File: config.mk
export PLATFORM = sky130hd
export DESIGN_NAME = rx_pkt_ctrl_usb
export DESIGN_NICKNAME = d
export VERILOG_FILES = /design/src/rtl/usb_rx_pkg.sv /design/src/rtl/rx_data_hold_crc16.sv /design/src/rtl/rx_pkt_ctrl_usb.sv
export SDC_FILE = /design/constraint.sdc
export NUM_CORES = 1
export LEC_CHECK = 0
export ABC_AREA = 0
export CORE_MARGIN = 1.5
export CORE_UTILIZATION = 50
export DETAILED_ROUTE_END_ITERATION = 8
export DONT_BUFFER_PORTS = 1
export PLACE_DENSITY_LB_ADDON = 0.25
export SYNTH_ARGS = -nofsm -noshare
export SYNTH_HDL_FRONTEND = slang
export SYNTH_SLANG_ARGS = --single-unit
File: constraint.sdc
create_clock -name clk -period 4.5 [get_ports clk]
set_input_delay 1.35 -clock clk [delete_from_list [all_inputs] [get_ports clk]]
set_output_delay 1.35 -clock clk [all_outputs]
set_load 0.02 [all_outputs]
File: src/rtl/usb_rx_pkg.sv
// rtl/usb_rx_pkg.sv - shared constants, encodings and CRC helpers for the USB packet receiver
// Purpose: PID byte values, rx_packet encoding, receiver state enum and the
//          byte-wide CRC5/CRC16 update functions used by rx_pkt_ctrl_usb.
// Ports:   none (package).
package usb_rx_pkg;

  localparam logic [7:0] SYNC_BYTE = 8'h80;
  localparam logic [7:0] PID_IN    = 8'h69;
  localparam logic [7:0] PID_OUT   = 8'hE1;
  localparam logic [7:0] PID_DATA0 = 8'hC3;
  localparam logic [7:0] PID_DATA1 = 8'h4B;
  localparam logic [7:0] PID_ACK   = 8'hD2;
  localparam logic [7:0] PID_NAK   = 8'h5A;
  localparam logic [7:0] PID_STALL = 8'h1E;

  localparam logic [4:0]  CRC5_INIT   = 5'h1F;
  localparam logic [4:0]  CRC5_POLY   = 5'h14;
  localparam logic [4:0]  CRC5_RESID  = 5'h06;
  localparam logic [15:0] CRC16_INIT  = 16'hFFFF;
  localparam logic [15:0] CRC16_POLY  = 16'hA001;
  localparam logic [15:0] CRC16_RESID = 16'hB001;

  typedef enum logic [2:0] {
    PKT_NONE  = 3'd0,
    PKT_DATA  = 3'd1,
    PKT_ACK   = 3'd2,
    PKT_NAK   = 3'd3,
    PKT_STALL = 3'd4,
    PKT_IN    = 3'd5,
    PKT_OUT   = 3'd6
  } rx_pkt_e;

  typedef enum logic [3:0] {
    S_IDLE, S_SYNC, S_PID, S_TOK1, S_TOK2, S_DATA,
    S_HS_EOP, S_TOK_EOP, S_DONE, S_ERR, S_STOP
  } rx_state_e;

  // Bits enter LSB-first, matching the order they appear on the wire.
  function automatic logic [4:0] crc5_upd(input logic [4:0] crc, input logic [7:0] data);
    logic [4:0] c;
    c = crc;
    for (int i = 0; i < 8; i++) begin
      c = (c[0] ^ data[i]) ? ((c >> 1) ^ CRC5_POLY) : (c >> 1);
    end
    return c;
  endfunction

  function automatic logic [15:0] crc16_upd(input logic [15:0] crc, input logic [7:0] data);
    logic [15:0] c;
    c = crc ^ {8'h00, data};
    for (int i = 0; i < 8; i++) begin
      c = c[0] ? ((c >> 1) ^ CRC16_POLY) : (c >> 1);
    end
    return c;
  endfunction

endpackage

File: src/rtl/rx_data_hold_crc16.sv
// rtl/rx_data_hold_crc16.sv - two-deep data hold pipe with running CRC16
// Purpose: tracks how many data-stage bytes are held back (0..2) and folds
//          every data-stage byte into CRC16, so the last two bytes (the CRC)
//          are never released to the buffer.
// Ports:   clk, rst      - clock, synchronous active-high reset
//          clr_i         - restart for a new packet
//          push_i        - a data-stage byte is present this cycle
//          byte_i        - that byte
//          hold_full_o   - two bytes are held; the next push releases one
//          eop_ok_o      - an eop this cycle (after any push) would be valid
module rx_data_hold_crc16 import usb_rx_pkg::*; (
  input  logic       clk,
  input  logic       rst,
  input  logic       clr_i,
  input  logic       push_i,
  input  logic [7:0] byte_i,
  output logic       hold_full_o,
  output logic       eop_ok_o
);

  logic [1:0]  hold_cnt_q, hold_cnt_d;
  logic [15:0] crc_q, crc_d;

  always_comb begin
    hold_cnt_d = hold_cnt_q;
    crc_d      = crc_q;
    if (push_i) begin
      crc_d = crc16_upd(crc_q, byte_i);
      if (hold_cnt_q != 2'd2) hold_cnt_d = hold_cnt_q + 2'd1;
    end
  end

  always_ff @(posedge clk) begin
    if (rst || clr_i) begin
      hold_cnt_q <= 2'd0;
      crc_q      <= CRC16_INIT;
    end else begin
      hold_cnt_q <= hold_cnt_d;
      crc_q      <= crc_d;
    end
  end

  assign hold_full_o = (hold_cnt_q == 2'd2);
  // Uses the post-push values so a byte and eop in the same cycle are judged
  // with that byte already included.
  assign eop_ok_o    = (crc_d == CRC16_RESID) && (hold_cnt_d == 2'd2);

endmodule

File: src/rtl/rx_pkt_ctrl_usb.sv
// rtl/rx_pkt_ctrl_usb.sv - USB receive packet decoder and buffer-store controller
// Purpose: follows SYNC/PID/token/data/handshake bytes from the RX datapath,
//          validates PIDs, token CRC5/address/endpoint and data CRC16, drives
//          buffer store/flush strobes and reports the decoded packet.
// Ports:   clk, rst            - clock, synchronous active-high reset
//          eop, d_edge         - end-of-packet and line-activity pulses
//          byte_received       - rx_packet_data holds a new byte
//          buff_occupancy      - data buffer fill level
//          rx_packet           - decoded packet type, one cycle in DONE
//          flush, store_rx_pd  - buffer clear / store-byte strobes
//          rx_error            - one-cycle error pulse
//          rx_data_ready       - DATA packet completed cleanly
//          rx_transfer_active  - packet in progress
//          rx_byte_cnt         - payload bytes stored in this packet
module rx_pkt_ctrl_usb import usb_rx_pkg::*; #(
  parameter logic [6:0] DEV_ADDR = 7'd0,
  parameter logic [3:0] DEV_ENDP = 4'd0,
  parameter int         MAX_DATA = 64,
  parameter int         OCC_W    = 7,
  parameter int         TIMEOUT  = 16
) (
  input  logic                          clk,
  input  logic                          rst,
  input  logic                          eop,
  input  logic                          d_edge,
  input  logic                          byte_received,
  input  logic [7:0]                    rx_packet_data,
  input  logic [OCC_W-1:0]              buff_occupancy,
  output logic [2:0]                    rx_packet,
  output logic                          flush,
  output logic                          store_rx_pd,
  output logic                          rx_error,
  output logic                          rx_data_ready,
  output logic                          rx_transfer_active,
  output logic [$clog2(MAX_DATA+1)-1:0] rx_byte_cnt
);

  localparam int CNT_W = $clog2(MAX_DATA + 1);
  localparam int TO_W  = $clog2(TIMEOUT + 1);
  localparam logic [CNT_W-1:0] MAX_CNT = CNT_W'(MAX_DATA);
  localparam logic [TO_W-1:0]  TO_LAST = TO_W'(TIMEOUT - 1);

  rx_state_e        state_q, state_d;
  rx_pkt_e          pkt_q, pkt_d;
  logic [4:0]       crc5_q, crc5_d;
  logic [7:0]       tok_lo_q, tok_lo_d;
  logic [CNT_W-1:0] cnt_q, cnt_d;
  logic [TO_W-1:0]  idle_q, idle_d;
  logic [2:0]       rx_packet_q, rx_packet_d;
  logic             flush_q, flush_d;
  logic             store_q, store_d;
  logic             err_q, err_d;
  logic             rdy_q, rdy_d;
  logic             active_q, active_d;

  logic       pkt_start;
  logic       data_push;
  logic       hold_full;
  logic       eop_ok;
  logic       buf_full;
  logic [4:0] crc5_nxt;

  assign pkt_start = (state_q == S_IDLE) && d_edge;
  assign data_push = (state_q == S_DATA) && byte_received;
  assign buf_full  = (buff_occupancy == {OCC_W{1'b1}});
  assign crc5_nxt  = crc5_upd(crc5_q, rx_packet_data);

  rx_data_hold_crc16 u_hold (
    .clk         (clk),
    .rst         (rst),
    .clr_i       (pkt_start),
    .push_i      (data_push),
    .byte_i      (rx_packet_data),
    .hold_full_o (hold_full),
    .eop_ok_o    (eop_ok)
  );

  always_comb begin
    state_d     = state_q;
    pkt_d       = pkt_q;
    crc5_d      = crc5_q;
    tok_lo_d    = tok_lo_q;
    cnt_d       = cnt_q;
    idle_d      = '0;
    rx_packet_d = PKT_NONE;
    flush_d     = 1'b0;
    store_d     = 1'b0;
    err_d       = 1'b0;
    rdy_d       = 1'b0;

    case (state_q)
      S_IDLE: begin
        if (d_edge) begin
          state_d = S_SYNC;
          cnt_d   = '0;
          crc5_d  = CRC5_INIT;
        end
      end
      S_SYNC: begin
        if (eop) state_d = S_ERR;
        else if (byte_received) begin
          if (rx_packet_data == SYNC_BYTE) begin
            state_d = S_PID;
            flush_d = 1'b1;
          end else begin
            state_d = S_ERR;
          end
        end
      end
      S_PID: begin
        if (eop) state_d = S_ERR;
        else if (byte_received) begin
          if (rx_packet_data[7:4] != ~rx_packet_data[3:0]) state_d = S_ERR;
          else begin
            case (rx_packet_data)
              PID_IN:    begin state_d = S_TOK1;   pkt_d = PKT_IN;    end
              PID_OUT:   begin state_d = S_TOK1;   pkt_d = PKT_OUT;   end
              PID_DATA0: begin state_d = S_DATA;   pkt_d = PKT_DATA;  end
              PID_DATA1: begin state_d = S_DATA;   pkt_d = PKT_DATA;  end
              PID_ACK:   begin state_d = S_HS_EOP; pkt_d = PKT_ACK;   end
              PID_NAK:   begin state_d = S_HS_EOP; pkt_d = PKT_NAK;   end
              PID_STALL: begin state_d = S_HS_EOP; pkt_d = PKT_STALL; end
              default:   state_d = S_ERR;
            endcase
          end
        end
      end
      S_TOK1: begin
        if (eop) state_d = S_ERR;
        else if (byte_received) begin
          tok_lo_d = rx_packet_data;
          crc5_d   = crc5_nxt;
          state_d  = S_TOK2;
        end
      end
      S_TOK2: begin
        if (eop) state_d = S_ERR;
        else if (byte_received) begin
          // addr = byte0[6:0], endp = {byte1[2:0], byte0[7]}
          if ((crc5_nxt == CRC5_RESID) && (tok_lo_q[6:0] == DEV_ADDR) &&
              ({rx_packet_data[2:0], tok_lo_q[7]} == DEV_ENDP))
            state_d = S_TOK_EOP;
          else
            state_d = S_ERR;
        end
      end
      S_DATA: begin
        // The byte is taken first; a same-cycle eop then sees it included.
        if (byte_received && hold_full) begin
          if ((cnt_q == MAX_CNT) || buf_full) state_d = S_ERR;
          else begin
            store_d = 1'b1;
            cnt_d   = cnt_q + 1'b1;
          end
        end
        if (eop && (state_d != S_ERR)) state_d = eop_ok ? S_DONE : S_ERR;
      end
      S_HS_EOP, S_TOK_EOP: begin
        if (eop) state_d = S_DONE;
        else if (byte_received) state_d = S_ERR;
      end
      S_DONE:  state_d = S_STOP;
      S_ERR:   state_d = S_STOP;
      S_STOP: begin
        if (!eop && !d_edge) state_d = S_IDLE;
      end
      default: state_d = S_IDLE;
    endcase

    // Inter-byte watchdog for every state that is waiting on the line.
    if (state_q inside {S_SYNC, S_PID, S_TOK1, S_TOK2, S_DATA, S_HS_EOP, S_TOK_EOP}) begin
      if (!byte_received && !eop) begin
        idle_d = idle_q + 1'b1;
        if (idle_q == TO_LAST) state_d = S_ERR;
      end
    end

    // DONE and ERR always exit after one cycle, so these fire on entry only.
    if (state_d == S_DONE) begin
      rx_packet_d = pkt_q;
      rdy_d       = (pkt_q == PKT_DATA);
    end
    if (state_d == S_ERR) begin
      err_d   = 1'b1;
      flush_d = 1'b1;
    end
  end

  assign active_d = state_d inside {S_SYNC, S_PID, S_TOK1, S_TOK2, S_DATA,
                                    S_HS_EOP, S_TOK_EOP, S_DONE};

  always_ff @(posedge clk) begin
    if (rst) begin
      state_q     <= S_IDLE;
      pkt_q       <= PKT_NONE;
      crc5_q      <= CRC5_INIT;
      tok_lo_q    <= '0;
      cnt_q       <= '0;
      idle_q      <= '0;
      rx_packet_q <= '0;
      flush_q     <= 1'b0;
      store_q     <= 1'b0;
      err_q       <= 1'b0;
      rdy_q       <= 1'b0;
      active_q    <= 1'b0;
    end else begin
      state_q     <= state_d;
      pkt_q       <= pkt_d;
      crc5_q      <= crc5_d;
      tok_lo_q    <= tok_lo_d;
      cnt_q       <= cnt_d;
      idle_q      <= idle_d;
      rx_packet_q <= rx_packet_d;
      flush_q     <= flush_d;
      store_q     <= store_d;
      err_q       <= err_d;
      rdy_q       <= rdy_d;
      active_q    <= active_d;
    end
  end

  assign rx_packet          = rx_packet_q;
  assign flush              = flush_q;
  assign store_rx_pd        = store_q;
  assign rx_error           = err_q;
  assign rx_data_ready      = rdy_q;
  assign rx_transfer_active = active_q;
  assign rx_byte_cnt        = cnt_q;

endmodule
; ---- Word level (Yosys, flattened, before mapping)
; Index checks and enable logic that the tools add are counted.
[word_totals]
elab_cells = 187
regBits = 58
inputBits = 20
output_inout_bits = 15
[classes]
muxes = 60
n_addsub = 3
eq_ne = 43
bitwise_logic = 33
n_reduce_logical = 34
[op_table]
columns = cell, count
row1 = $mux W16, 9
row2 = $mux W4, 22
row3 = $mux W5, 11
row4 = $pmux W4 S9, 1
row5 = $eq A4 B3 Y1 const B, 8
row6 = $eq A8 B8 Y1 const B, 4
row7 = $eq A8 B7 Y1 const B, 3
row8 = $not A2 Y3, 8
row9 = $mux W7, 3
row10 = $eq A4 B4 Y1 const B, 5
row11 = $pmux W3 S6, 1
row12 = $eq A16 B16 Y1 const B, 1
row13 = $eq A4 B2 Y1 const B, 4
row14 = $not A1 Y2, 8
row15 = $xor A16 B8 Y16, 1
row16 = $eq A7 B7 Y1 const B, 2
row17 = $pmux W7 S2, 1
row18 = $ne A2 B2 Y1 const B, 6
row19 = $pmux W4 S3, 1
row20 = $pmux W5 S2, 1
row21 = $reduce_or A2 Y1, 5
row22 = $logic_and A1 B1 Y1, 9
row23 = $reduce_or A3 Y1, 3
row24 = $eq A4 B1 Y1 const B, 2
row25 = 26 further kinds, 54

; ---- Longest topological paths before layout
; Gate-level depths: netlist (run 1).
[logic_depth]
depth_word = 29
depth_mapped = 10

; ---- Modules after synthesis
; Synthesis (run 1) repeated with hierarchy kept, for this count alone.
[unflattened]
cells_unflattened = 385
area_unflattened_um2 = 3344.5
[modules_own_cells]
columns = mod, cells_each, area_per_inst_um2, seq_area_each_um2, n_inst
row1 = rx_pkt_ctrl_usb, 270, 2272.2, 800.8, 1
row2 = rx_data_hold_crc16, 115, 1072.3, 360.3, 1

; ---- Least setup slack after synthesis (run 1)
; OpenSTA, ideal clock, no wires.
[synth_timing]
path_kind = input to register
startpoint = input rx_packet_data[5]
endpoint = register rdy_q (netlist: rx_data_ready)
cell_stages = 9
setup_time_ns = 0.088
path_buffers = 1
required_ns = 4.412
slack_ns = 0.748
t_arrival_ns = 3.664
path_cell_list = buf_6 -> xnor2_1 -> and3_1 -> o22ai_1 -> o31a_1 -> or4b_1 -> o41a_1 -> or2_4 -> nor4_4
[synth_via]
elab_chain_cells = 23
elab_cells_between_ends = 53
[synth_lines]
columns = element, line_no
row1 = start: declaration, rx_pkt_ctrl_usb.sv:27  ; input logic [7:0] rx_packet_data,
row2 = $xor A16 B8 Y16, usb_rx_pkg.sv:50  ; c = crc ^ {8'h00, data};
row3 = $mux W16 (4 in a row), usb_rx_pkg.sv:52  ; c = c[0] ? ((c >> 1) ^ CRC16_POLY) : (c >> 1);
row4 = $not A2 Y3 (no source line), --
row5 = $mux W16 (3 in a row), usb_rx_pkg.sv:52
row6 = $not A2 Y3 (no source line), --
row7 = $mux W16, usb_rx_pkg.sv:52
row8 = $mux W16, rx_data_hold_crc16.sv:27  ; if (push_i) begin
row9 = $eq A16 B16 Y1, rx_data_hold_crc16.sv:46  ; assign eop_ok_o = (crc_d == CRC16_RESID) && (hold_cnt_d == 2'd2);
row10 = [2 not listed], --
row11 = $mux W4, rx_pkt_ctrl_usb.sv:156  ; if (eop && (state_d != S_ERR)) state_d = eop_ok ? S_DONE : S_ERR;
row12 = $pmux W4 S9 (*), rx_pkt_ctrl_usb.sv:91  ; case (state_q)
row13 = $mux W4, rx_pkt_ctrl_usb.sv:174  ; if (idle_q == TO_LAST) state_d = S_ERR;
row14 = $mux W4, rx_pkt_ctrl_usb.sv:172  ; if (!byte_received && !eop) begin
row15 = $mux W4 (*), rx_pkt_ctrl_usb.sv:171  ; if (state_q inside {S_SYNC, S_PID, S_TOK1, S_TOK2, S_DATA, S_HS_EOP, S_TOK_EOP}) begin
row16 = $eq A4 B4 Y1 (*), rx_pkt_ctrl_usb.sv:179  ; if (state_d == S_DONE) begin
row17 = $not A1 Y1 (no source line) (*), --
row18 = $reduce_or A2 Y1 (no source line) (*), --
row19 = end signal: assignment, rx_pkt_ctrl_usb.sv:217  ; rdy_q <= rdy_d;
row20 = end: declaration, rx_pkt_ctrl_usb.sv:53  ; logic rdy_q, rdy_d;
; Every way passes the cells marked *; elsewhere a longest branch is shown, timed or not.
; A chain may end at the register's enable or synchronous reset.

; ---- Final worst setup path (run 1)
; Ends and elaborated chain as after synthesis.

==> results_dict.tcl, run 1 <==
set metrics [dict create \
    status "finished with violations" \
    violations "DRC" \
    yosysMostFrequentCell "dfxtp_1" \
    hold_violations 0 \
    setup-tns-final_ns 0 \
    path_clk_slew_ns 0.06 \
    critPathMaxFanout 10 \
    cts_max_level 3 \
    synth_seq_cells 58 \
    ctsHoldBuffers 0 \
    fillCellCount 592 \
    fmax_mhz 287.8 \
    required_ns 4.75 \
    cts-buffers-inserted 9 \
    p_seq_share_pct 46.0 \
    syn_inst 404 \
    met2_usage_pct 31.46 \
    finClkSkew_ns 0.007736 \
    drc 1 \
    end_kind "flop" \
    wl_um 7361 \
    overflow 0 \
    grt_max_degree 29 \
    relSlewSlack_pct 37.57 \
    die_h_um 85.18 \
    fin_nets 420 \
    top_usage_layer "met2" \
    ys_top_cells_by_area "dfxtp_1 (34%), xnor2_1 (7.0%), nor2_1 (5.3%)" \
    synth-seq-area-share_pct 34.38 \
    clock_latency_ns 0.34 \
    grtUsageTotal_pct 21.90 \
    hold_class "reg2reg" \
    p_int_w 0.0008678 \
    use_met3_pct 5.156 \
    yosysWarningCount 0 \
    gp_congestion 0.9109 \
    n_antenna_cell 0 \
    final-setup-viol-count 0 \
    coreArea_um2 6422 \
    num_vias 2751 \
    worstPathArrival_ns 3.72 \
    rr_startpoint "state_q[1]" \
    peakVddDrop_mv 0.2533 \
    rows 29 \
    rsz0062_at_grt "no" \
    cts_resized 0 \
    powerDensity_nw_per_um2 355.9 \
    final.period_utilization_pct 77.22 \
    start_util_pct 52.58 \
    grt_pass1_wl_um 12430 \
    crit_start "rx_packet_data[5]" \
    syn2layout_area_growth_pct 4.594 \
    die_w_um 85.18 \
    timing.final.max_slew_violations 0 \
    combPwrFrac_pct 21.8 \
    avgSynthCellArea_um2 8.359 \
    ios 35 \
    hold_start "idle_q[0]" \
    post-cts-setup-buffer-count 0 \
    p_sw_w 0.0003894 \
    drtPass1Iterations 7 \
    critPathLaunchType "primary input" \
    drive_gt1_share_pct 7.323 \
    synth_top_cell_by_area "dfxtp_1" \
    syn_nets 430 \
    portBuffers 0 \
    period_needed_ns 3.475 \
    grt_pass1_vias 2560 \
    wl_per_cell_um 15.56 \
    synth_common_cells "dfxtp_1 (58), nor2_1 (48), nand2_1 (42)" \
    p_leak_nw 1.332 \
    worst_pin_slew_ns 0.9330 \
    cts_max_path_buffers 2 \
    dominantRegCellSynth "dfxtp_1" \
    antenna_found_initial 0 \
    synth_area_um2 3377 \
    ys_types 58 \
    cts.sinks 58 \
    swShare_pct 30.97 \
    tritoncts "built" \
    clkPwrFrac_pct 32.2 \
    dp_hpwl_um 5338 \
    met1_usage_pct 30.13 \
    synth_edf_count 0 \
    root_buffer "clkbuf_8" \
    antenna_left 0 \
    hold_slack_ns 0.4578 \
    fin_util_pct 55.00 \
    via_per_inst 5.816 \
    drt_iter0_markers 217 \
    netlist.area_leader.share_pct 34.38 \
    timing_worst_setup_path_type "in2reg" \
    drv_cap 0 \
    synthArstFlopShare_pct 0 \
    die_area_um2 7256 \
]
==> cell usage in the layout, fill, tap and decap left out, types with 3 or more instances in the layout <==
master / netlist / routed
xnor2_1: 27 / 27
ha_1: 6 / 6
a21oi_1: 14 / 14
nor4_1: 3 / 3
and2_1: 3 / 3
xnor2_2: 6 / 6
mux2i_1: 11 / 11
nand2_1: 42 / 42
nor4b_1: 3 / 3
o21ai_0: 15 / 15
a31oi_1: 3 / 3
nand2b_1: 16 / 16
dfxtp_1: 58 / 58
nor3_1: 15 / 15
o22ai_1: 9 / 9
xor2_1: 11 / 11
nand4_1: 4 / 4
nor2b_1: 6 / 6
o211ai_1: 6 / 6
clkbuf_8: 0 / 11
nand3_1: 17 / 17
inv_1: 13 / 13
and3_1: 4 / 4
nor2_1: 48 / 48
a211oi_1: 4 / 4
==> per-stage QoR <==
stage / instances / cell area [µm²] / worst slack, ns / total power [W]
finish: 473 / 3532 / 1.025 / 0.001257
global route: 473 / 3532 / 0.8633 / 0.001326
CTS: 473 / 3532 / 1.025 / 0.001266
detailed placement: 460 / 3373 / 0.6768 / 0.0008579
global placement: 460 / 3373 / 0.7404 / 0.0008558
floorplan: 404 / 3377 / 0.7484 / 0.0008243
==> path summary, 6_finish.rpt <==
| check | to | slack [ns] | cells after the start |
|---|---|---|---|
| max | rx_data_ready | 1.03 | 8 |
| min | idle_q[0] | 0.46 | 1 |
| max reg2reg | rx_data_ready | 1.29 | 8 |
| min reg2reg | idle_q[0] | 0.46 | 1 |
==> per-layer routing <==
metal  vias to the layer above  part of all wire, %
li1                       1371                    -
met1                      1262                   48
met2                       103                   42
met3                        15                  7.0
met4                         0                  2.7
met5                         -                    0
==> power by group through the flow <==
stage          combinational, W  clock (W)  sequential [W]
3_3_place_gp           0.000270          0        0.000586
2_1_floorplan          0.000261          0        0.000563
5_1_grt                0.000308   0.000438        0.000580
3_5_place_dp           0.000270          0        0.000588
4_1_cts                0.000271   0.000419        0.000576
6_report               0.000274   0.000405        0.000578
==> flip-flops by register name (all words and copies together), names as in the netlist, 2 cells and up <==
register and cells:
rx_byte_cnt 7, idle_q 5, u_hold.crc_q 16, rx_packet 3, tok_lo_q 8, u_hold.hold_cnt_q 2
pkt_q 3, state_q 4, crc5_q 5
==> area by class of cell <==
type / instances / area [µm²] / area share (%)
Timing Repair Buffer: 2 / 15.01 / 0.4251
Inverter: 13 / 48.80 / 1.382
Clock buffer: 13 / 158.9 / 4.499
Tap cell: 77 / 96.34 / 2.728
Multi-Input combinational cell: 310 / 2052 / 58.09
Sequential cell: 58 / 1161 / 32.87
==> logic make-up after synthesis <==
kind of cell	after synthesis	synth area share, %
xor gates and xnor gates	48	15.26
buffers and inverters	36	4.853
adders and majority gates	6	2.223
and+or+nand+nor	177	26.83
muxes	12	3.594
DFF	58	34.38
AOI/OAI and AO/OA	67	12.86
==> critical path, cell delays in order <==
cell	delay, ns
xnor2_1	0.35
and3_1	0.21
o22ai_1	0.08
o31a_1	0.30
or4b_1	0.51
o41a_1	0.39
or2_4	0.31
nor4_4	0.24
(Power assumes the default switching activity.)
==> run 2: changes to the inputs <==
==> constraint.sdc (replaced) <==
create_clock -name clk -period 3.4 [get_ports clk]
set_input_delay 1.02 -clock clk [delete_from_list [all_inputs] [get_ports clk]]
set_output_delay 1.02 -clock clk [all_outputs]
set_load 0.02 [all_outputs]
==> run 2 against run 1 <==
Against the previous run: the flow still finishes with violations (DRC); sequential power is 28% higher; total power is 49% higher; hold slack worse by 0.0071 ns; setup slack worse by 0.68 ns; via count is 3.5% higher; combinational power is 58% higher; register-to-register slack worse by 0.84 ns; sequential share of layout area is 1.7 points lower; wire length is 5.3% higher; clock skew is 0.0052 ns lower; sequential cell count stayed put; critical path type unchanged; die area stayed put.
==> results_dict.tcl, run 2 (synthesis gave the netlist of run 1 again) <==
set metrics [dict create \
    fin_nets 435 \
    worstPathArrival_ns 3.31 \
    final_common_cell "dfxtp_1" \
    p_leak_nw 1.446 \
    drive_gt1_share_pct 12.08 \
    end_kind "flop" \
    coreArea_um2 6422 \
    overflow 0 \
    antenna_found_initial 0 \
    fin_cells 491 \
    hold_violations 0 \
    antenna_left 0 \
    grt_pass1_wl_um 12830 \
    cpPeakStageDelay_ns 0.50 \
    timing.final.max_slew_violations 0 \
    fmax_mhz 327.7 \
    final-setup-viol-count 0 \
    setup-tns-final_ns 0 \
    wl_um 7753 \
    powerDensity_nw_per_um2 503.1 \
    die_h_um 85.18 \
    drv_cap 0 \
    regMostFlops "u_hold.crc_q" \
    num_vias 2846 \
    hold_slack_ns 0.4507 \
    dp_hpwl_um 5711 \
    final.setup.worst_slack_ns 0.3480 \
    wl_per_cell_um 15.79 \
    ios 35 \
    critPathMaxFanout 6 \
    die_area_um2 7256 \
    ff_latch_area_um2 1161 \
    cts_resized 0 \
    cts_max_path_buffers 2 \
    worst_path_most_repeated_cell "xor2_1" \
    path_clk_slew_ns 0.06 \
    portBuffers 0 \
    slowest_stage "xnor3_1" \
    violations "DRC" \
    via_per_inst 5.796 \
    critPathLaunchType "primary input" \
    relSlewSlack_pct 58.66 \
    cts.sinks 58 \
    clock_latency_ns 0.34 \
    drc 2 \
    drtPass1Iterations 7 \
    die_w_um 85.18 \
    timing_worst_setup_path_type "in2reg" \
    placed_cells 475 \
    gp_congestion 0.9086 \
    drt_iter0_markers 184 \
    hold_class "reg2reg" \
    dp_slack_ns 0.0002702 \
    root_buffer "clkbuf_8" \
    syn2layout_area_growth_pct 10.23 \
    grt_pass1_vias 2570 \
    cts_max_level 3 \
    n_antenna_cell 0 \
    peakVddDrop_mv 0.2833 \
    power_w 0.001873 \
    largest_register_ffs 16 \
    rsz0062_at_grt "no" \
    tritoncts "built" \
    required_ns 3.66 \
    mostFrequentLayoutCells "dfxtp_1 (58), nor2_1 (48), nand2_1 (42)" \
    rows 29 \
    cts-buffers-inserted 9 \
    period_needed_ns 3.052 \
    status "finished with violations" \
    grtUsageTotal_pct 22.88 \
    start_util_pct 52.58 \
    crit_chain "xnor2_2 -> xor2_1 -> xnor3_1 -> xor2_1 -> o21ai_0 -> o41a_1 -> or2_4 -> nor4_4" \
    grt_max_degree 29 \
    finClkSkew_ns 0.002562 \
    ctsHoldBuffers 0 \
    post-cts-setup-buffer-count 0 \
    multi_input_area_um2 2071 \
    fillCellCount 570 \
    final.period_utilization_pct 89.77 \
    worst_pin_slew_ns 0.6045 \
]
run 2: changes by cell type in the layout (fill, tap and decap cells not counted), sizes merged:
cell / change
clkbuf: -3
bufinv: +2
clkinv: +4
buf: +15
run 2: power by group:
part           internal, W  leakage, nW  switching (W)
Clock             0.000427        0.116       0.000270
Sequential        0.000707        0.469      0.0000352
Combinational     0.000188        0.862       0.000246
Total              0.00132         1.45       0.000551
run 2: routing by layer:
metal	GRT usage (%)	part of all wire, %
met4	8.197	1.4
met3	7.977	6.8
met1	31.11	48
met2	33.62	44
met5	0	0
run 2: per-stage QoR:
stage / utilization, % / area [µm²]
global placement: 54.57 / 3505
floorplan: - / 3396
finish: 57.96 / 3722
CTS: 57.96 / 3722
detailed placement: 54.57 / 3505
global route: 57.96 / 3722
run 2: worst paths after layout:
path | startpoint | end | slack (ns) | depth (start not counted)
max | rx_packet_data[3] | rx_data_ready | 0.35 | 8
min reg2reg | idle_q[0] | idle_q[0] | 0.45 | 1
max reg2reg | state_q[0] | rx_data_ready | 0.45 | 8
min | idle_q[0] | idle_q[0] | 0.45 | 1
run 2: critical path: cells and delay by family:
| kind | cells | cell delay [ns] |
|---|---|---|
| AOI/OAI and AO/OA | 2 | 0.61 |
| xor gates and xnor gates | 4 | 1.14 |
| and+or+nand+nor | 2 | 0.54 |
run 2: cell type report:
| type | instances | share of cell area [%] |
|---|---|---|
| Multi-Input combinational cell | 310 | 55.63 |
| Sequential cell | 58 | 31.19 |
| Clock buffer | 10 | 3.697 |
| Timing Repair Buffer | 17 | 3.429 |
| Tap cell | 77 | 2.588 |
| Clock inverter | 6 | 2.151 |
| Inverter | 13 | 1.311 |
==> run 3: changes to the inputs <==
--- a/config.mk
+++ b/config.mk
@@ -10,6 +10,7 @@
 export CORE_UTILIZATION = 50
 export DETAILED_ROUTE_END_ITERATION = 8
 export DONT_BUFFER_PORTS = 1
+export HOLD_SLACK_MARGIN = 0.12
 export PLACE_DENSITY_LB_ADDON = 0.25
 export SYNTH_ARGS = -nofsm -noshare
 export SYNTH_HDL_FRONTEND = slang
==> results of run 3 <==
No change in the layout: final DEF, timing and power equal those of run 2.
